[src/rtl/sp_ram_arb_pkg.sv]
// Shared constants and types for the two-master single-port RAM arbiter.
package sp_ram_arb_pkg;

    localparam int   NUM_MASTERS  = 2;
    localparam logic MASTER_INSTR = 1'b0;
    localparam logic MASTER_DATA  = 1'b1;

    // State of the response that is one cycle behind its grant.
    typedef struct packed {
        logic owner;
        logic err;
        logic we;
        logic valid;
    } resp_t;

endpackage

[src/rtl/sp_ram_arbiter_rr_arb2.sv]
// Two-input round-robin grant logic. Purely combinational; the caller keeps
// the last-granted pointer and feeds it back in.
module rr_arb2
    import sp_ram_arb_pkg::*;
(
    input  logic [NUM_MASTERS-1:0] req_i,
    input  logic                   last_i,
    output logic [NUM_MASTERS-1:0] gnt_o,
    output logic                   idx_o
);

    // A lone requester wins outright; a tie goes to whoever did not win last.
    always_comb begin
        gnt_o = '0;
        idx_o = MASTER_INSTR;
        unique case (req_i)
            2'b01: begin
                gnt_o = 2'b01;
                idx_o = MASTER_INSTR;
            end
            2'b10: begin
                gnt_o = 2'b10;
                idx_o = MASTER_DATA;
            end
            2'b11: begin
                idx_o = ~last_i;
                gnt_o = last_i ? 2'b01 : 2'b10;
            end
            default: begin
                gnt_o = '0;
                idx_o = MASTER_INSTR;
            end
        endcase
    end

endmodule

[src/rtl/sp_ram_arbiter.sv]
// Front end for the single-port data/instruction RAM: arbitrates the fetch
// and LSU masters onto one port, filters out-of-range addresses, and steers
// the 1-cycle-latency read data back to the master that was granted.
module sp_ram_arbiter
    import sp_ram_arb_pkg::*;
#(
    parameter int RAM_SIZE   = 32768,
    parameter int ADDR_WIDTH = 32,
    parameter int DATA_WIDTH = 32,
    parameter int RAM_AW     = $clog2(RAM_SIZE)
) (
    input  logic                                     clk,
    input  logic                                     rstn_i,
    input  logic [NUM_MASTERS-1:0]                   m_req_i,
    output logic [NUM_MASTERS-1:0]                   m_gnt_o,
    input  logic [NUM_MASTERS-1:0][ADDR_WIDTH-1:0]   m_addr_i,
    input  logic [NUM_MASTERS-1:0]                   m_we_i,
    input  logic [NUM_MASTERS-1:0][DATA_WIDTH/8-1:0] m_be_i,
    input  logic [NUM_MASTERS-1:0][DATA_WIDTH-1:0]   m_wdata_i,
    output logic [NUM_MASTERS-1:0]                   m_rvalid_o,
    output logic [NUM_MASTERS-1:0][DATA_WIDTH-1:0]   m_rdata_o,
    output logic [NUM_MASTERS-1:0]                   m_err_o,
    output logic                                     ram_en_o,
    output logic [RAM_AW-1:0]                        ram_addr_o,
    output logic [DATA_WIDTH-1:0]                    ram_wdata_o,
    output logic                                     ram_we_o,
    output logic [DATA_WIDTH/8-1:0]                  ram_be_o,
    input  logic [DATA_WIDTH-1:0]                    ram_rdata_i
);

    localparam int BE_W = DATA_WIDTH / 8;

    // One extra bit so a RAM as large as the address space still compares.
    localparam logic [ADDR_WIDTH:0] RAM_LIMIT = (ADDR_WIDTH + 1)'(RAM_SIZE);

    logic [NUM_MASTERS-1:0] gnt;
    logic                   gidx;
    logic                   any_gnt;
    logic                   oor;

    logic rvalid_d, rvalid_q;
    logic owner_d,  owner_q;
    logic err_d,    err_q;
    logic we_d,     we_q;
    logic last_d,   last_q;

    resp_t resp;

    rr_arb2 u_arb (
        .req_i  (m_req_i),
        .last_i (last_q),
        .gnt_o  (gnt),
        .idx_o  (gidx)
    );

    assign any_gnt = |gnt;
    assign m_gnt_o = gnt;

    // Drive the RAM port from the granted master; out-of-range accesses are
    // still granted but never enable the RAM.
    always_comb begin
        oor         = ({1'b0, m_addr_i[gidx]} >= RAM_LIMIT);
        ram_en_o    = any_gnt & ~oor;
        ram_addr_o  = m_addr_i[gidx][RAM_AW-1:0];
        ram_wdata_o = m_wdata_i[gidx];
        ram_we_o    = ram_en_o & m_we_i[gidx];
        ram_be_o    = ram_en_o ? m_be_i[gidx] : {BE_W{1'b0}};
    end

    // Capture who owns next cycle's response; idle cycles only drop valid.
    always_comb begin
        rvalid_d = any_gnt;
        owner_d  = owner_q;
        err_d    = err_q;
        we_d     = we_q;
        last_d   = last_q;
        if (any_gnt) begin
            owner_d = gidx;
            last_d  = gidx;
            err_d   = oor;
            we_d    = m_we_i[gidx];
        end
    end

    // Response state; reset discards any pending response and makes master 0
    // the winner of the first tie.
    always_ff @(posedge clk or negedge rstn_i) begin
        if (!rstn_i) begin
            rvalid_q <= 1'b0;
            owner_q  <= MASTER_INSTR;
            err_q    <= 1'b0;
            we_q     <= 1'b0;
            last_q   <= MASTER_DATA;
        end else begin
            rvalid_q <= rvalid_d;
            owner_q  <= owner_d;
            err_q    <= err_d;
            we_q     <= we_d;
            last_q   <= last_d;
        end
    end

    // Steer the response to its owner; data is zero for writes, errors and
    // whenever no response is pending, so the lanes stay quiet in reset.
    always_comb begin
        resp       = '{owner: owner_q, err: err_q, we: we_q, valid: rvalid_q};
        m_rvalid_o = '0;
        m_err_o    = '0;
        m_rdata_o  = '0;
        m_rvalid_o[resp.owner] = resp.valid;
        m_err_o[resp.owner]    = resp.valid & resp.err;
        if (resp.valid && !resp.we && !resp.err) begin
            m_rdata_o[resp.owner] = ram_rdata_i;
        end
    end

endmodule

[config.mk]
export PLATFORM = sky130hd
export DESIGN_NAME = sp_ram_arbiter
export DESIGN_NICKNAME = d
export VERILOG_FILES = /design/src/rtl/sp_ram_arb_pkg.sv /design/src/rtl/sp_ram_arbiter_rr_arb2.sv /design/src/rtl/sp_ram_arbiter.sv
export SDC_FILE = /design/constraint.sdc
export NUM_CORES = 1
export LEC_CHECK = 0
export ABC_AREA = 1
export BUFFER_PORTS_ARGS = -buffer_cell sky130_fd_sc_hd__buf_2
export CORE_AREA = 4 4 113 115
export DETAILED_ROUTE_END_ITERATION = 8
export DIE_AREA = 0 0 117 119
export PLACE_DENSITY_LB_ADDON = 0.15
export SYNTH_ARGS = -nofsm -noshare
export SYNTH_HDL_FRONTEND = slang
export SYNTH_SLANG_ARGS = --single-unit
[constraint.sdc]
create_clock -name clk -period 1.6 [get_ports clk]
set_input_delay 0.24 -clock clk [delete_from_list [all_inputs] [get_ports clk]]
set_output_delay 0.24 -clock clk [all_outputs]
set_load 0.1 [all_outputs]
==> impl_metrics.tcl <==
set metrics [dict create \
    rsz0062_at_grt "true" \
    overflow 0 \
    grtUsageTotal_pct 14.1 \
    rr_worst_depth 7 \
    yosysUniqueCellTypes 20 \
    fp.dieH_um 119 \
    firstDrtPassIters 4 \
    start_kind "flip-flop" \
    grt_pass1_vias 3278 \
    grt_pass1_wl_um 15800 \
    routabilityCongestion 0.836 \
    synth_nets 516 \
    peakVddDrop_v 0.000340 \
    syn-cell-area_sq_um 1480 \
    yosysWarningCount 0 \
    vias 3210 \
    setup_ws_ns -0.359 \
    fmaxAchievable_mhz 511 \
    fin_crit_sh_pct 122 \
    routed_wirelength_um 10600 \
    finalPower_w 0.00337 \
    power_density_nw_per_um2 524 \
    avgSynthCellArea_sq_um 4.34 \
    start_util_pct 12.6 \
    endpoint_kind "output pin" \
    finalNetCount 837 \
    cts-root-buf "clkbuf_16" \
    cts_sinks 5 \
    dp_hpwl_um 9550 \
    dpl_cell_area_sq_um 5990 \
    drv_slew 0 \
    reg2reg_from "last_q" \
    grt_max_degree 30 \
    syn_inst 342 \
    synthArstFlopShare_pct 100 \
    whs_ns 0.332 \
    synth.area.top_cells "nand2_1, nor2_1, inv_1, dfrtp_1, buf_2" \
    area_delta_synth_final_pct 333 \
    cts.clk_slew.worst_paths_ns 0.03 \
    layout_commonest_cell "buf_2" \
    min_period_ns 1.96 \
    ys_seq_elements 5 \
    core_sq_um 11800 \
    ioPinCount 297 \
    die_x_um 117 \
    arrival_ns 1.72 \
    insertion_delay_ns 0.23 \
    drtIter0Drc 48 \
    final_area_sq_um 6420 \
    hold_class "in -> reg" \
    r2r_end "we_q" \
    cts-htree-levels 1 \
    drc 0 \
    p_leak_nw 3.12 \
    hold_end "owner_q" \
    setup_violations 119 \
    drive_above_1_share_pct 74.8 \
    numCtsBuffers 3 \
    hold_viol 0 \
    violations "setup timing" \
    status "complete, but fails checks" \
    final_cell_mix "buf_2, buf_12, nand2_1" \
    clock_skew_ns 0.0000670 \
    wl_per_cell_um 13.1 \
    path_class "reg -> out" \
    dominantRegCellSynth "dfrtp_1" \
    avgViaCountPerCell 3.97 \
    fin_tns_setup_ns -24.48 \
    n_antenna_cell 0 \
    cp.required_ns 1.36 \
    dieArea_sq_um 13900 \
    slew_headroom_pct 85.1 \
    holdCritStartpoint "m_req_i[0]" \
    maxCapViolations 0 \
    synth_edf_count 0 \
    antenna_found_initial 0 \
    antenna_left 0 \
    cts_max_path_buffers 2 \
    crit_fanout 3 \
    pre_cts_slack_ns -0.145 \
    cts_tree "built" \
    place.port_buffers 296 \
    num_rows 40 \
    ys_seq_area_share_pct 8.52 \
    r2r_slack_ns 0.19 \
    synth_top_cell_by_area "nand2_1" \
    holdPathStages 3 \
    netlist.area_leader.share_pct 43.0 \
    tightest_slew_ns 0.222 \
]
==> cells by family after synthesis <==
family,count (synthesis),synth area share [%]
AO/OA/AOI/OAI,3,1.27
buffers and inverters,60,17.4
flip-flops,5,8.52
AND/OR/NAND/NOR,274,72.8
==> cell usage after synthesis (2+ instances only) <==
library cell    n
buf_2          12
dfrtp_1         4
inv_1          42
buf_6           2
nand2_1       170
nor2_2          5
o21ai_0         2
nand2_2         2
clkbuf_1        3
nor2_1         89
nand3_1         2
==> worst max-delay path by stage <==
stage | start | cells past startpoint | to
after floorplan | owner_q | 1 | m_err_o[0]
after detailed placement | last_q | 10 | ram_be_o[3]
after CTS | last_q | 10 | ram_be_o[0]
final | last_q | 10 | ram_be_o[3]
after global routing | last_q | 10 | ram_be_o[2]
after global placement | last_q | 10 | ram_be_o[2]
==> power breakdown <==
part	internal (W)	leakage (nW)	switching (W)
logic	0.00101	3.02	0.00179
clock network	0.000327	0.0409	0.0000909
registers	0.000140	0.0538	0.00000706
total	0.00148	3.12	0.00189
==> flip-flops by register name, indices dropped and copies added (netlist names) <==
signal    flops
err_q         1
last_q        1
owner_q       1
rvalid_q      1
we_q          1
==> per-layer routing <==
layer	routed length (um)	global-route usage [%]	vias up
met5	0	0	-
met4	93	2.51	0
met3	1110	4.37	6
met2	6340	29.9	163
met1	3060	12.5	1419
li1	-	-	1622
==> worst max-delay path, cell delays in order, from the launching register on <==
cell     delay (ns)
dfstp_2        0.53
nand2_2        0.07
nand2_4        0.09
inv_4          0.05
nor2_4         0.07
nand3_2        0.09
nand2_2        0.10
nand2_4        0.07
buf_12         0.14
nor2_4         0.10
buf_12         0.18
==> final cells by class <==
class                   instances  area [sq um]
fillers                      1075          5390
repair buffers                333          3870
multi-input cells             277          2000
well taps                     147           184
inverters                      43           168
flip-flops and latches          5           126
clock buffers                   3          75.1
clock inverters                 1          5.00
==> per-stage QoR <==
stage | util, % | std cells
2_1_floorplan | - | 342
4_1_cts | 53.8 | 806
5_1_grt | 54.4 | 809
6_report | 54.4 | 809
3_3_place_gp | 50.7 | 794
3_5_place_dp | 50.7 | 794
==> what timing repair did <==
| action | 4_1_cts | 5_1_grt |
|---|---|---|
| hold buffers | 1 | 0 |
| gates resized for setup | 47 | 8 |
| gates cloned | 3 | 2 |
| hold endpoints to repair | 4 | 0 |
| buffers inserted | 4 | 1 |
| pin swaps | 8 | 3 |
| setup endpoints to repair | 118 | 119 |
Power figures use the tool's default switching activity.
